## src/rtl/i2c_target_engine.sv

```systemverilog
// rtl/i2c_target_engine.sv - I2C target bit engine: address match, rx/tx byte streams, SCL stretching
//
// Optional build macro: I2C_TARGET_GLITCH_FILTER_EN (3-sample majority filter after each synchronizer)
//
// Ports:
//   clk_i, rst_ni            clock, asynchronous active-low reset
//   enable_i                 engine enable; low forces Idle with pins released
//   scl_i, sda_i             bus lines (asynchronous)
//   scl_o, sda_o             open-drain drives: 0 pulls the line low, 1 releases
//   rx_data_o/first/valid    received write byte stream, rx_ready_i accepts
//   tx_data_i/valid          read byte stream, tx_ready_o is a one-cycle accept
//   stop_o, nak_o, busy_o    STOP-while-addressed pulse, host NAK pulse, addressed flag
module i2c_target_engine #(
  parameter logic [6:0] TargetAddr = 7'h50,
  parameter int         SyncStages = 2
) (
  input  logic       clk_i,
  input  logic       rst_ni,
  input  logic       enable_i,
  input  logic       scl_i,
  input  logic       sda_i,
  output logic       scl_o,
  output logic       sda_o,
  output logic [7:0] rx_data_o,
  output logic       rx_first_o,
  output logic       rx_valid_o,
  input  logic       rx_ready_i,
  input  logic [7:0] tx_data_i,
  input  logic       tx_valid_i,
  output logic       tx_ready_o,
  output logic       stop_o,
  output logic       nak_o,
  output logic       busy_o
);

  typedef enum logic [3:0] {
    S_IDLE, S_ADDR, S_WAIT, S_ADDR_ACK, S_RX_BYTE, S_RX_STALL,
    S_RX_ACK, S_TX_LOAD, S_TX_BYTE, S_TX_ACK
  } state_t;

  logic [SyncStages-1:0] scl_sync, sda_sync;
  logic                  scl_f, sda_f;
  logic                  scl_d, sda_d;

  always_ff @(posedge clk_i or negedge rst_ni) begin
    if (!rst_ni) begin
      scl_sync <= '1;
      sda_sync <= '1;
    end else begin
      scl_sync <= {scl_sync[SyncStages-2:0], scl_i};
      sda_sync <= {sda_sync[SyncStages-2:0], sda_i};
    end
  end

`ifdef I2C_TARGET_GLITCH_FILTER_EN
  // Majority of the current and two previous samples, registered: a single-cycle
  // pulse never wins the vote.
  logic [1:0] scl_hist, sda_hist;
  always_ff @(posedge clk_i or negedge rst_ni) begin
    if (!rst_ni) begin
      scl_hist <= '1;
      sda_hist <= '1;
      scl_f    <= 1'b1;
      sda_f    <= 1'b1;
    end else begin
      scl_hist <= {scl_hist[0], scl_sync[SyncStages-1]};
      sda_hist <= {sda_hist[0], sda_sync[SyncStages-1]};
      scl_f    <= (scl_sync[SyncStages-1] & scl_hist[0]) | (scl_sync[SyncStages-1] & scl_hist[1]) |
                  (scl_hist[0] & scl_hist[1]);
      sda_f    <= (sda_sync[SyncStages-1] & sda_hist[0]) | (sda_sync[SyncStages-1] & sda_hist[1]) |
                  (sda_hist[0] & sda_hist[1]);
    end
  end
`else
  assign scl_f = scl_sync[SyncStages-1];
  assign sda_f = sda_sync[SyncStages-1];
`endif

  always_ff @(posedge clk_i or negedge rst_ni) begin
    if (!rst_ni) begin
      scl_d <= 1'b1;
      sda_d <= 1'b1;
    end else begin
      scl_d <= scl_f;
      sda_d <= sda_f;
    end
  end

  logic scl_rise, scl_fall, start_det, stop_det;
  assign scl_rise  = scl_f & ~scl_d;
  assign scl_fall  = ~scl_f & scl_d;
  // SCL must be high in both samples so an SDA change racing an SCL edge is not a condition.
  assign start_det = scl_f & scl_d & sda_d & ~sda_f;
  assign stop_det  = scl_f & scl_d & ~sda_d & sda_f;

  state_t     state;
  logic [7:0] shreg;
  logic [2:0] bit_cnt;
  logic       bit_done;
  logic       first_pend;
  logic       tx_acked;
  logic       addr_hit;

  assign addr_hit = (shreg[7:1] == TargetAddr) && (TargetAddr != 7'd0);
  assign busy_o   = (state != S_IDLE) && (state != S_WAIT);

  always_ff @(posedge clk_i or negedge rst_ni) begin
    if (!rst_ni) begin
      state      <= S_IDLE;
      shreg      <= 8'h00;
      bit_cnt    <= 3'd0;
      bit_done   <= 1'b0;
      first_pend <= 1'b0;
      tx_acked   <= 1'b0;
      scl_o      <= 1'b1;
      sda_o      <= 1'b1;
      rx_data_o  <= 8'h00;
      rx_first_o <= 1'b0;
      rx_valid_o <= 1'b0;
      tx_ready_o <= 1'b0;
      stop_o     <= 1'b0;
      nak_o      <= 1'b0;
    end else begin
      stop_o     <= 1'b0;
      nak_o      <= 1'b0;
      tx_ready_o <= 1'b0;
      // Handshake runs in every state so a held byte drains even when disabled.
      if (rx_valid_o && rx_ready_i) rx_valid_o <= 1'b0;

      if (!enable_i) begin
        state <= S_IDLE;
        scl_o <= 1'b1;
        sda_o <= 1'b1;
      end else if (start_det) begin
        state    <= S_ADDR;
        bit_cnt  <= 3'd0;
        bit_done <= 1'b0;
        scl_o    <= 1'b1;
        sda_o    <= 1'b1;
      end else if (stop_det) begin
        state  <= S_IDLE;
        scl_o  <= 1'b1;
        sda_o  <= 1'b1;
        stop_o <= busy_o;
      end else begin
        case (state)
          S_ADDR, S_RX_BYTE: begin
            if (scl_rise && !bit_done) begin
              shreg    <= {shreg[6:0], sda_f};
              bit_cnt  <= bit_cnt + 3'd1;
              bit_done <= (bit_cnt == 3'd7);
            end else if (scl_fall && bit_done) begin
              if (state == S_ADDR) begin
                if (addr_hit) begin
                  state <= S_ADDR_ACK;
                  sda_o <= 1'b0;
                end else begin
                  state <= S_WAIT;
                end
              end else if (!rx_valid_o) begin
                rx_data_o  <= shreg;
                rx_valid_o <= 1'b1;
                rx_first_o <= first_pend;
                first_pend <= 1'b0;
                sda_o      <= 1'b0;
                state      <= S_RX_ACK;
              end else begin
                // Previous byte still unread: hold the ACK clock low.
                scl_o <= 1'b0;
                state <= S_RX_STALL;
              end
            end
          end
          S_RX_STALL: begin
            if (!rx_valid_o) begin
              rx_data_o  <= shreg;
              rx_valid_o <= 1'b1;
              rx_first_o <= first_pend;
              first_pend <= 1'b0;
              sda_o      <= 1'b0;
              scl_o      <= 1'b1;
              state      <= S_RX_ACK;
            end
          end
          S_ADDR_ACK, S_RX_ACK: begin
            if (scl_fall) begin
              sda_o    <= 1'b1;
              bit_cnt  <= 3'd0;
              bit_done <= 1'b0;
              if (state == S_RX_ACK || !shreg[0]) begin
                state <= S_RX_BYTE;
                if (state == S_ADDR_ACK) first_pend <= 1'b1;
              end else begin
                state <= S_TX_LOAD;
              end
            end
          end
          S_TX_LOAD: begin
            if (tx_valid_i) begin
              tx_ready_o <= 1'b1;
              shreg      <= tx_data_i;
              sda_o      <= tx_data_i[7];
              scl_o      <= 1'b1;
              bit_cnt    <= 3'd0;
              bit_done   <= 1'b0;
              state      <= S_TX_BYTE;
            end else begin
              scl_o <= 1'b0;
            end
          end
          S_TX_BYTE: begin
            // MSB is already on SDA; each fall presents the next bit, the 8th fall ends the byte.
            if (scl_fall) begin
              if (bit_done) begin
                sda_o    <= 1'b1;
                tx_acked <= 1'b0;
                state    <= S_TX_ACK;
              end else begin
                sda_o    <= shreg[6];
                shreg    <= {shreg[6:0], 1'b0};
                bit_cnt  <= bit_cnt + 3'd1;
                bit_done <= (bit_cnt == 3'd6);
              end
            end
          end
          S_TX_ACK: begin
            if (scl_rise) begin
              if (sda_f) begin
                nak_o <= 1'b1;
                state <= S_WAIT;
              end else begin
                tx_acked <= 1'b1;
              end
            end else if (scl_fall && tx_acked) begin
              state <= S_TX_LOAD;
            end
          end
          default: ;
        endcase
      end
    end
  end

endmodule
```

## config.mk

```make
export PLATFORM = sky130hd
export DESIGN_NAME = i2c_target_engine
export DESIGN_NICKNAME = d
export VERILOG_FILES = /design/src/rtl/i2c_target_engine.sv
export SDC_FILE = /design/constraint.sdc
export NUM_CORES = 1
export LEC_CHECK = 0
export CAP_MARGIN = 10
export CORE_ASPECT_RATIO = 0.9
export CORE_UTILIZATION = 38
export CTS_CLUSTER_SIZE = 12
export DETAILED_ROUTE_END_ITERATION = 16
export DONT_BUFFER_PORTS = 1
export PLACE_DENSITY = 0.61
export SYNTH_ARGS = -nofsm -noshare
export SYNTH_HDL_FRONTEND = slang
export SYNTH_SLANG_ARGS = --single-unit
```

## constraint.sdc

```tcl
create_clock -name clk_i -period 1.8 [get_ports clk_i]
set_input_delay 0.27 -clock clk_i [delete_from_list [all_inputs] [get_ports clk_i]]
set_output_delay 0.27 -clock clk_i [all_outputs]
set_load 0.02 [all_outputs]
```

== Word level (Yosys, flattened, before mapping) ==
Index checks and enable logic that the tools add are counted.
Storage, ports and cells
  input bits: 15
  output and inout bits: 16
  flip-flop bits (word level): 39
Operators by class
  reduce and logical (&&, ||, !) cells: 25
  bitwise operators: 13
  mux-type cells: 107
  $add $sub $neg: 1
  equal/unequal tests: 46
Operator list (count)
  $mux W1: 65
  $mux W8: 8
  $mux W4: 14
  $ne A5 B5 Y1 const B: 9
  $ne A2 B2 Y1 const B: 14
  $pmux W4 S6: 1
  $pmux W8 S3: 1
  $reduce_and A8 Y1: 3
  $mux W3: 7
  $reduce_and A7 Y1: 3
  $reduce_and A10 Y1: 2
  $ne A6 B6 Y1 const B: 3
  $eq A4 B3 Y1 const B: 4
  $pmux W8 S2: 1
  $ne A3 B3 Y1 const B: 5
  $pmux W3 S4: 1
  $ne A9 B1 Y1 const B: 1
  $eq A4 B4 Y1 const B: 2
  $ne A8 B1 Y1 const B: 1
  $and A1 B1 Y1: 7
  $eq A7 B7 Y1 const B: 1
  $eq A3 B3 Y1 const B: 2
  $ne A6 B1 Y1 const B: 1
  $not A1 Y1: 6
  18 further kinds: 30

== Logic depth before layout (Yosys ltp) ==
  word-level depth: 10
  gate-level depth with buffers: 8
  depth with buffers taken out: 6

== Least setup slack after synthesis ==
OpenSTA, ideal clock, no wires.
  path kind: register to register
  from: register scl_sync[1]
  to: register bit_cnt[2]
  data arrival time: 1823 ps
  cell stages (with the launch flop): 7
  library setup time: 126 ps
  setup slack: -149 ps
  required time: 1674 ps
  path buffers: 1
  period minus slack after synthesis: 1949 ps
  path through: dfstp_2 -> buf_4 -> nor4b_1 -> nand3b_1 -> a211oi_2 -> a21oi_1 -> a221o_1
On the way
  longest elaborated chain between the ends: 5
RTL lines
  start: declaration: RTL line 41  | logic [SyncStages-1:0] scl_sync, sda_sync;
  start signal: assignment: RTL line 50  | scl_sync <= {scl_sync[SyncStages-2:0], scl_i};
  $and A1 B1 Y1: RTL line 93, 94
  $and A1 B1 Y1, on equally long branches (2 in a row): RTL line 93, 94
  $ne A3 B3 Y1 (no line) (tied with other cells)
  $reduce_and A8 Y1 (no line)
  end signal: assignment: RTL line 150  | bit_cnt <= bit_cnt + 3'd1;
  end signal: assignment: RTL line 221  | bit_cnt <= bit_cnt + 3'd1;
  end: declaration: RTL line 98  | logic [2:0] bit_cnt;
Several ways; a longest one is shown, not always the timed one.
A chain may end at the register's enable or synchronous reset.

== Final worst setup path ==
  from: register scl_d
  to: register state[0]
On the way
  longest elaborated chain between the ends: 7
RTL lines
  start: declaration: RTL line 43  | logic scl_d, sda_d;
  start signal: assignment: RTL line 84  | scl_d <= scl_f;
  $not A1 Y1: RTL line 90  | assign scl_rise = scl_f & ~scl_d;
  $and A1 B1 Y1: RTL line 90
  $mux W4: RTL line 227  | if (scl_rise) begin
  $pmux W4 S6: RTL line 146  | case (state)
  $mux W4: RTL line 140  | end else if (stop_det) begin
  $mux W4: RTL line 134  | end else if (start_det) begin
  $mux W4: RTL line 130  | if (!enable_i) begin
  end signal: assignment: RTL line 131  | state <= S_IDLE;
  end signal: assignment: RTL line 135  | state <= S_ADDR;
  end signal: assignment: RTL line 141  | state <= S_IDLE;
  end: declaration: RTL line 96  | state_t state;
Several ways; a longest one is shown, not always the timed one.

==> key figures <==
Status
  • Status: finished, violations left
  • Violated checks: setup timing

Placed design
  • Pre-CTS WS: -0.145 ns
  • # port buffers: 0
  • DP HPWL: 4760 um
  • DP Area: 2950 um2
  • Final RePlAce weighted congestion: 0.884

Finish
  • Layout fillers: 552
  • Nets: 319
  • Post-layout instance area: 3260 um2
  • Most frequent cells in the layout: buf_4, nand2_1, dfrtp_1
  • Area growth syn-to-layout: 36.2%
  • Most common cell after layout, fill and taps aside: buf_4
  • Antenna cell count: 0
  • Layout cells sized above 1: 0.460
  • Post-layout util: 0.535

Clocking
  • Num CTS Buffers: 5
  • CTS root buf: clkbuf_8
  • Clock Latency Late Sink: 0.29 ns
  • Worst-path clk slew: 0.08 ns
  • CTS Sinks: 39
  • TritonCTS clock tree: built
  • H-tree levels: 2
  • Buffer depth of the longest clock path: 2

Yosys
  • Sequential element share of the synthesized area: 0.413
  • Yosys cell types: 62
  • Asr flop ratio synth: 1.00
  • EDFF count, synth: 0
  • Cells after synthesis: 233
  • Most area-consuming cells after synthesis: dfrtp_1, mux2_4, dfstp_2
  • Post-Syn Area: 2390 um2
  • Yosys warnings: 0
  • Syn_area_per_cell: 10.3 um2
  • Post-synth top area cell: dfrtp_1
  • #FFs+latches synth: 39
  • Post-Syn Nets: 251
  • Main flop type after synthesis: dfrtp_1
  • Top cell type's share of synthesized area: 0.325

Timing
  • Unrepaired setup endpoints after global routing: yes
  • Max_slew headroom: 0.709
  • Max-slew violation count: 0
  • Final setup margin: -0.140 ns
  • Worst-margin pin slew: 0.430 ns
  • Total negative slack: -2.52 ns
  • Clock skew: 0.00548 ns
  • Hold Violations, Final: 0
  • Tmin final: 1.94 ns
  • Fin crit share: 1.08
  • Max Freq: 0.515 GHz
  • Setup violations, final: 28

GRT
  • Initial antenna violation count: 0
  • GRT overflow: 0
  • Vias in the first global route: 2058
  • First-pass GRT wire length: 10500 um
  • Aggregate global-route resource usage: 0.206
  • Pin count of the biggest net entering global routing: 40

Floorplan
  • Site Rows: 27
  • Die X: 85.6 um
  • Die H: 77.2 um
  • I/O Pins: 31
  • Placeable Area: 6080 um2
  • Die area: 6610 um2
  • Initial Utilization: 0.393

Routing
  • Post-Route WL: 6390 um
  • Via density: 5.49
  • WL met3: 210 um
  • DR WL/cell: 17.1 um
  • First-iteration detailed-routing DRC count: 72
  • Wl on met1: 3010 um
  • DRT Pass-1 Iters: 4
  • Final ANT Viol Nets: 0
  • DRC: 0
  • Via count: 2052
  • DR WL met2: 3080 um
  • Highest routed layer: met4

Worst setup path
  • CP Capture Point: state[0]$_DFFE_PN0P_
  • Req. time, crit path: 2.01 ns
  • Crit start category: flop
  • R2r worst-path depth: 5
  • FF-to-FF setup slack: -0.14 ns
  • Worst r2r dst: state[0]$_DFFE_PN0P_
  • Critical path arrival: 2.15 ns
  • Crit path kind: flop to flop
  • Worst reg2reg startpoint: scl_d$_DFF_PN1_
  • Crit. Startpoint: scl_d$_DFF_PN1_
  • Endpoint type of the worst setup path: flop
  • Biggest fanout along the worst timing path: 4

Pwr
  • Pwr per Cell Area: 1550 nW/um2
  • LEAKAGE: 1.47 nW
  • Max IR drop VDD: 0.000762 V

Job
  • Max_cap viols: 0

Worst hold path
  • Worst Hold Class: input port to flop
## cell usage after synthesis, drive strengths merged (2+ instances only)
cell / number
a211oi: 3
a21oi: 13
a221o: 3
a221oi: 2
a31o: 2
a31oi: 2
and3: 2
buf: 9
clkbuf: 4
dfrtp: 31
dfstp: 8
ha: 3
inv: 7
mux2: 17
nand2: 39
nand2b: 5
nand3: 8
nand3b: 4
nand4b: 2
nor2: 9
nor2b: 3
nor3: 5
nor4b: 5
o2111a: 2
o211ai: 4
o21a: 2
o21ai: 12
o21bai: 3
o221ai: 2
o32ai: 2
or2b: 2
## registers in the layout, summed over array words and instances, names as in the netlist, 2 cells and up
signal     count
rx_data_o      8
shreg          8
state          4
bit_cnt        3
scl_sync       2
sda_sync       2
## per-layer routing
metal	track usage	vias to the layer above
met3	0.0366	11
met5	0	-
li1	-	990
met4	0.0583	0
met1	0.280	1005
met2	0.333	46
## final cells by class
cell class	count	area (um2)	share of cell area
Inverter	7	26.3	0.00807
Clock inverter	3	20.0	0.00615
Clock buffer	5	68.8	0.0211
Sequential cell	39	990	0.304
Multi-Input combinational cell	174	1420	0.435
Timing Repair Buffer	74	644	0.198
Tap cell	72	90.1	0.0277
## worst min path at each step
stage,startpoint,endpoint,slack [ns],cells past startpoint
floorplan,rst_ni,bit_cnt[0]$_DFFE_PN0P_,-0.03,0
global placement,rst_ni,rx_first_o$_DFFE_PN0P_,-0.02,0
detailed placement,rst_ni,rx_first_o$_DFFE_PN0P_,-0.02,0
CTS,rx_ready_i,rx_valid_o$_DFF_PN0_,0.04,1
global route,rx_ready_i,rx_valid_o$_DFF_PN0_,0.05,1
finish,rx_ready_i,rx_valid_o$_DFF_PN0_,0.05,1
## power by group
group          total (mW)  internal [mW]  switching [mW]
registers            1.35           1.08           0.262
logic                3.11           1.61            1.51
clock network       0.592          0.270           0.322
## metrics by stage
stage | std cells | hold slack, ns | power [mW]
after floorplan | 233 | -0.0256 | 3.08
after global placement | 353 | -0.0244 | 4.07
after detailed placement | 353 | -0.0244 | 4.10
after CTS | 370 | 0.0444 | 4.95
after global routing | 374 | 0.0489 | 5.42
final | 374 | 0.0508 | 5.05
## critical path, stage by stage, from the launching register on
cell	delay [ns]
dfstp_2	0.57
or2b_1	0.25
o2111a_2	0.29
a311o_1	0.39
o21ai_1	0.17
mux2i_1	0.19
## cells by family (layout without fill, tap and decap cells)
| family | Yosys count | count (layout) | synth area share |
|---|---|---|---|
| AND/OR/NAND/NOR | 87 | 87 | 0.195 |
| XOR/XNOR | 2 | 2 | 0.0105 |
| multiplexers | 18 | 18 | 0.111 |
| adder cells (fa/ha/maj) | 3 | 3 | 0.0157 |
| AO/OA/AOI/OAI | 64 | 64 | 0.209 |
| buffers and inverters | 20 | 89 | 0.0455 |
| flip-flops | 39 | 39 | 0.413 |
## what timing repair did
action	4_1_cts	5_1_grt
gates resized for setup	14	9
endpoints found under the hold margin	41	0
pin swaps	16	7
endpoints found under the setup margin	27	28
hold buffers	4	0
setup buffers	5	6
Note: power is estimated with default switching activity, not from simulation.
